**src/rtl/instr_fetch_ctrl.sv**
```systemverilog
// rtl/instr_fetch_ctrl.sv - single-outstanding instruction fetch request controller
module instr_fetch_ctrl (
    input  logic        i_clk,
    input  logic        i_nrst,
    input  logic        i_flush_pipeline,
    input  logic        i_bp_valid,
    input  logic [63:0] i_bp_pc,
    output logic [63:0] o_requested_pc,
    output logic [63:0] o_fetching_pc,
    output logic        o_mem_req_valid,
    output logic [63:0] o_mem_addr,
    input  logic        i_mem_req_ready,
    input  logic        i_mem_data_valid,
    input  logic [63:0] i_mem_data_addr,
    input  logic [63:0] i_mem_data,
    input  logic        i_mem_load_fault,
    input  logic        i_mem_page_fault,
    output logic        o_mem_resp_ready,
    output logic        o_valid,
    output logic [63:0] o_pc,
    output logic [63:0] o_instr,
    output logic        o_instr_load_fault,
    output logic        o_instr_page_fault
);
    localparam int RISCV_ARCH = 64;

    typedef enum logic [1:0] {
        IDLE        = 2'd0,
        WAIT_ACCEPT = 2'd1,
        WAIT_RESP   = 2'd2
    } state_t;

    state_t                  r_state;
    state_t                  w_state_next;
    logic                    r_drop;
    logic                    r_req_valid;
    logic [RISCV_ARCH-1:0]   r_mem_addr;
    logic [RISCV_ARCH-1:0]   r_requested_pc;
    logic [RISCV_ARCH-1:0]   r_fetching_pc;
    logic [RISCV_ARCH-1:0]   r_pc;
    logic [63:0]             r_instr;
    logic                    r_valid;
    logic                    r_load_fault;
    logic                    r_page_fault;

    logic w_resp;
    logic w_issue;
    logic w_accept;
    logic w_follow;
    logic w_capture;

    // A response only counts while we are waiting for one; stale ones are dropped.
    assign w_resp    = (r_state == WAIT_RESP) && i_mem_data_valid;
    assign w_issue   = ((r_state == IDLE) && i_bp_valid) || (w_resp && i_bp_valid);
    assign w_accept  = (r_state == WAIT_ACCEPT) && i_mem_req_ready;
    assign w_follow  = (r_state == WAIT_ACCEPT) && !i_mem_req_ready && i_bp_valid;
    assign w_capture = w_resp && !r_drop && !i_flush_pipeline;

    // State register
    always_ff @(posedge i_clk or negedge i_nrst) begin
        if (!i_nrst) begin
            r_state <= IDLE;
        end else begin
            r_state <= w_state_next;
        end
    end

    // Next-state logic
    always_comb begin
        w_state_next = r_state;
        case (r_state)
            IDLE:        if (i_bp_valid) w_state_next = WAIT_ACCEPT;
            WAIT_ACCEPT: if (i_mem_req_ready) w_state_next = WAIT_RESP;
            WAIT_RESP:   if (i_mem_data_valid) w_state_next = i_bp_valid ? WAIT_ACCEPT : IDLE;
            default:     w_state_next = IDLE;
        endcase
    end

    // Response ready is the only combinational output: high for the whole WAIT_RESP state
    always_comb begin
        o_mem_resp_ready = 1'b0;
        if (r_state == WAIT_RESP) o_mem_resp_ready = 1'b1;
    end

    // Request, tracker, capture and drop-flag registers; flush overrides tracker updates
    always_ff @(posedge i_clk or negedge i_nrst) begin
        if (!i_nrst) begin
            r_drop         <= 1'b0;
            r_req_valid    <= 1'b0;
            r_mem_addr     <= '0;
            r_requested_pc <= '1;
            r_fetching_pc  <= '1;
            r_pc           <= '1;
            r_instr        <= '0;
            r_valid        <= 1'b0;
            r_load_fault   <= 1'b0;
            r_page_fault   <= 1'b0;
        end else begin
            r_valid <= w_capture;

            if (w_issue || w_follow) begin
                r_mem_addr     <= i_bp_pc;
                r_requested_pc <= i_bp_pc;
            end
            if (w_issue) begin
                r_req_valid <= 1'b1;
            end
            if (w_accept) begin
                r_req_valid   <= 1'b0;
                r_fetching_pc <= r_mem_addr;
            end

            if (w_capture) begin
                r_pc         <= i_mem_data_addr;
                r_instr      <= i_mem_data;
                r_load_fault <= i_mem_load_fault;
                r_page_fault <= i_mem_page_fault;
            end

            if (w_resp) begin
                r_drop <= 1'b0;
            end else if ((r_state == WAIT_RESP) && i_flush_pipeline) begin
                r_drop <= 1'b1;
            end

            if (i_flush_pipeline) begin
                r_requested_pc <= '1;
                r_fetching_pc  <= '1;
                r_pc           <= '1;
            end
        end
    end

    assign o_requested_pc     = r_requested_pc;
    assign o_fetching_pc      = r_fetching_pc;
    assign o_mem_req_valid    = r_req_valid;
    assign o_mem_addr         = r_mem_addr;
    assign o_valid            = r_valid;
    assign o_pc               = r_pc;
    assign o_instr            = r_instr;
    assign o_instr_load_fault = r_load_fault;
    assign o_instr_page_fault = r_page_fault;

endmodule

```
**config.mk**
```make
export PLATFORM = sky130hd
export DESIGN_NAME = instr_fetch_ctrl
export DESIGN_NICKNAME = d
export VERILOG_FILES = /design/src/rtl/instr_fetch_ctrl.sv
export SDC_FILE = /design/constraint.sdc
export NUM_CORES = 1
export LEC_CHECK = 0
export ABC_AREA = 1
export ABC_CLOCK_PERIOD_IN_PS = 2000
export CAP_MARGIN = 0
export CORE_AREA = 5 5 201 203
export CTS_BUF_LIST = sky130_fd_sc_hd__clkbuf_4
export CTS_CLUSTER_SIZE = 14
export DETAILED_ROUTE_END_ITERATION = 10
export DIE_AREA = 0 0 206 208
export PLACE_DENSITY = 0.73
export SLEW_MARGIN = 20
export SYNTH_ARGS = -nofsm -noshare
export SYNTH_HDL_FRONTEND = slang
export SYNTH_SLANG_ARGS = --single-unit
```
**constraint.sdc**
```tcl
create_clock -name i_clk -period 2 [get_ports i_clk]
set_input_delay 0.3 -clock i_clk [delete_from_list [all_inputs] [get_ports i_clk]]
set_output_delay 0.3 -clock i_clk [all_outputs]
set_load 0.01 [all_outputs]
```
==> results.toml <==
[synth]
ys_seq_area_share_pct = 66.29
ys_types = 16
synth_top_area_share_pct = 39.70
syn_area_mm2 = 0.01271
ys.warnings.count = 0
ys_ff_latch = 327
synth_area_leaders = "dfstp_2 (40%), dfrtp_1 (27%), nand2_1 (9.9%)"
syn_avg_cell_area_um2 = 9.655
syn_nets = 1516
postSynthCellCount = 1316
synth_area_leader_cell = "dfstp_2"

[drt]
vias = 12240
drt_iter0_markers = 806
via_per_inst = 4.785
post-route-drc-count = 0
routed_wirelength_um = 48040
first_pass_iters = 5
routedWlPerCell_um = 18.77
postRouteAntennaNets = 0

[pwr]
p_leak_nw = 9.511
comb_power_share_pct = 33.3
power.density_mw_per_mm2 = 1232
intPower_w = 0.01620
clkPwrFrac_pct = 25.6
switchingPower_w = 0.008965
seqPwrFrac_pct = 41.1
peakVddDrop_uv = 599.4
switching_share_pct = 35.62

[worst_setup_path]
required_ps = 1700
worstSetupStartpointType = "flop"
worstPathBufferInverterCount = 1
cp_max_fo = 2
r2r_cells = 6
crit_end = "o_pc[55]"
r2r_setup_slack_ps = 480
setup.worst_path.end_class = "primary output"
path_depth = 1
worstPathCellList = "dlygate4sd2_1"
cp-startpoint = "o_pc[55]$_DFFE_PN1P_"
rr_startpoint = "r_state[0]$_DFFE_PN0P_"
arrival_ps = 1610
crit_type = "reg -> out"
cpLargestDelayFamily = "flip-flops"
r2r-end = "o_requested_pc[22]$_DFFE_PN1P_"
max_stage_delay_ps = 570
slowest_stage = "dfstp_2"

[timing]
maxSlewViolCount = 0
worst_pin_slew_ps = 681.4
setup_viol = 0
fmax_mhz = 523.3
finalClockSkew_ps = 35.13
fin_tns_setup_ps = 0
min_period_ps = 1911
relSlewSlack_pct = 54.57
hold_viol = 0
period_share_pct = 95.55
rsz0062_at_grt = "no"

[global_route]
grt_pass1_vias = 12880
grt_start_max_net_pins = 85
grt_use_total_pct = 21.97
antenna_found_initial = 4
grt_pass1_wl_um = 74130
grt_overflow = 0

[clocking]
path_clk_slew_ps = 70
cts_sinks = 327
root_buffer = "clkbuf_4"
htree_num_levels = 3
cts_tree = "yes"
cts_buffers = 91
cts_buffer_depth = 3
clock_latency_ps = 750

[placed_design]
port_buffers = 524
gp_congestion = 0.8602
dp_hpwl_um = 33560
placed_cell_area_mm2 = 0.01881

[finish]
drive_gt1_share_pct = 20.40
area_growth_pct = 60.84
final_area_mm2 = 0.02044
final_core_util_pct = 53.38
final_nets = 2161

[floorplanning]
die_h_um = 208
core_area_mm2 = 0.03829
start_util_pct = 33.19
dieArea_mm2 = 0.04285
fp.dieW_um = 206
io_pins = 525
rows = 72

[min_path]
hold_path.class = "in -> reg"

[run_status]
status = "finished clean"

[run]
maxCapViolCount = 0
[synthesized netlist by cell type]
| library cell | number |
|---|---|
| nor2_2 | 1 |
| nand2_1 | 335 |
| dfstp_2 | 192 |
| nand4_2 | 2 |
| nand3_1 | 229 |
| buf_4 | 9 |
| o21ai_1 | 4 |
| inv_2 | 3 |
| buf_2 | 24 |
| nor2_1 | 193 |
| clkbuf_1 | 43 |
| o21ai_0 | 63 |
| inv_1 | 37 |
| o211ai_1 | 31 |
| buf_1 | 15 |
| dfrtp_1 | 135 |
[cell usage in the layout (no fill, tap or decap), drive strengths merged]
cell type / netlist / routed
nor2: 194 / 194
inv: 40 / 43
clkdlybuf4s15: 0 / 47
dfrtp: 135 / 135
nand4: 2 / 2
clkbuf: 43 / 140
o211ai: 31 / 31
nand2: 335 / 335
diode: 0 / 2
o21ai: 67 / 67
nand3: 229 / 229
clkdlybuf4s50: 0 / 198
bufinv: 0 / 2
dfstp: 192 / 192
clkinv: 0 / 26
dlygate4sd3: 0 / 72
buf: 48 / 51
dlygate4sd2: 0 / 275
[worst reg2reg max path, cell delays in order (launching register included)]
cell and delay [ps]:
dfrtp_1 400, buf_4 170, nor2_1 200, nand2_4 100, buf_12 200, nand3_1 230
nand3_1 90
[logic make-up after synthesis]
family | count (synthesis) | synth area share, %
compound gates | 98 | 4.471
flops | 327 | 66.29
simple gates | 760 | 24.86
buf+inv | 131 | 4.372
[worst min path at each step]
stage / depth (start not counted) / slack [ps] / to / startpoint
floorplan: 0 / 4 / o_instr[0]$_DFFE_PN0P_ / i_nrst
detailed placement: 1 / 350 / o_mem_addr[5]$_DFFE_PN0P_ / i_nrst
global placement: 1 / 350 / o_mem_addr[5]$_DFFE_PN0P_ / i_nrst
CTS: 3 / 0.9 / o_pc[52]$_DFFE_PN1P_ / i_mem_data_addr[52]
global route: 3 / 30 / o_pc[53]$_DFFE_PN1P_ / i_mem_data_addr[53]
finish: 3 / 100 / o_pc[58]$_DFFE_PN1P_ / i_mem_data_addr[58]
[sequential cells by signal (all words and copies together) (netlist names)]
register	cells
o_fetching_pc	64
o_instr	64
o_instr_load_fault	1
o_instr_page_fault	1
o_mem_addr	64
o_mem_req_valid	1
o_pc	64
o_requested_pc	64
o_valid	1
r_drop	1
r_state	2
[stage by stage]
step           hold slack [ps]  std cells  power (W)  worst slack [ps]
5_1_grt                  29.02       2559    0.02673            0.9633
6_report                 97.83       2559    0.02517             89.06
2_1_floorplan            4.409       1316    0.01386             594.0
3_3_place_gp             353.0       2313    0.01988             160.2
3_5_place_dp             354.0       2313    0.02006             145.7
4_1_cts                 0.8851       2557    0.02547            0.7720
[power groups by stage]
stage / logic [W] / clock network [W] / registers, W
5_1_grt: 0.00911 / 0.00703 / 0.0106
2_1_floorplan: 0.00268 / 0 / 0.0112
3_3_place_gp: 0.00943 / 0 / 0.0104
3_5_place_dp: 0.00959 / 0 / 0.0105
6_report: 0.00838 / 0.00644 / 0.0104
4_1_cts: 0.00845 / 0.00667 / 0.0104
[layer usage]
layer  global-route usage (%)  vias up  wire length (um)
met1                    26.08     5934             18320
met4                    10.51        4              2135
met2                    36.66      547             23810
met3                    6.213      147              3747
met5                        0        -                21
li1                         -     5612                 -
[repair_timing]
action	CTS	global route
hold buffers	72	0
pin swaps	0	0
endpoints found under the setup margin	325	2
resized for setup	392	2
buffers inserted	1	0
hold endpoints to repair	223	0
[layout make-up]
class	count	area [um^2]
fill	3430	17850
sequential	327	8424
timing repair buffer	643	6190
multi-input combinational	858	3780
clock buffer	140	1051
tap	518	648.1
clock inverter	31	185.2
inverter	40	152.6
antenna	2	5.005
(Power assumes the default switching activity.)
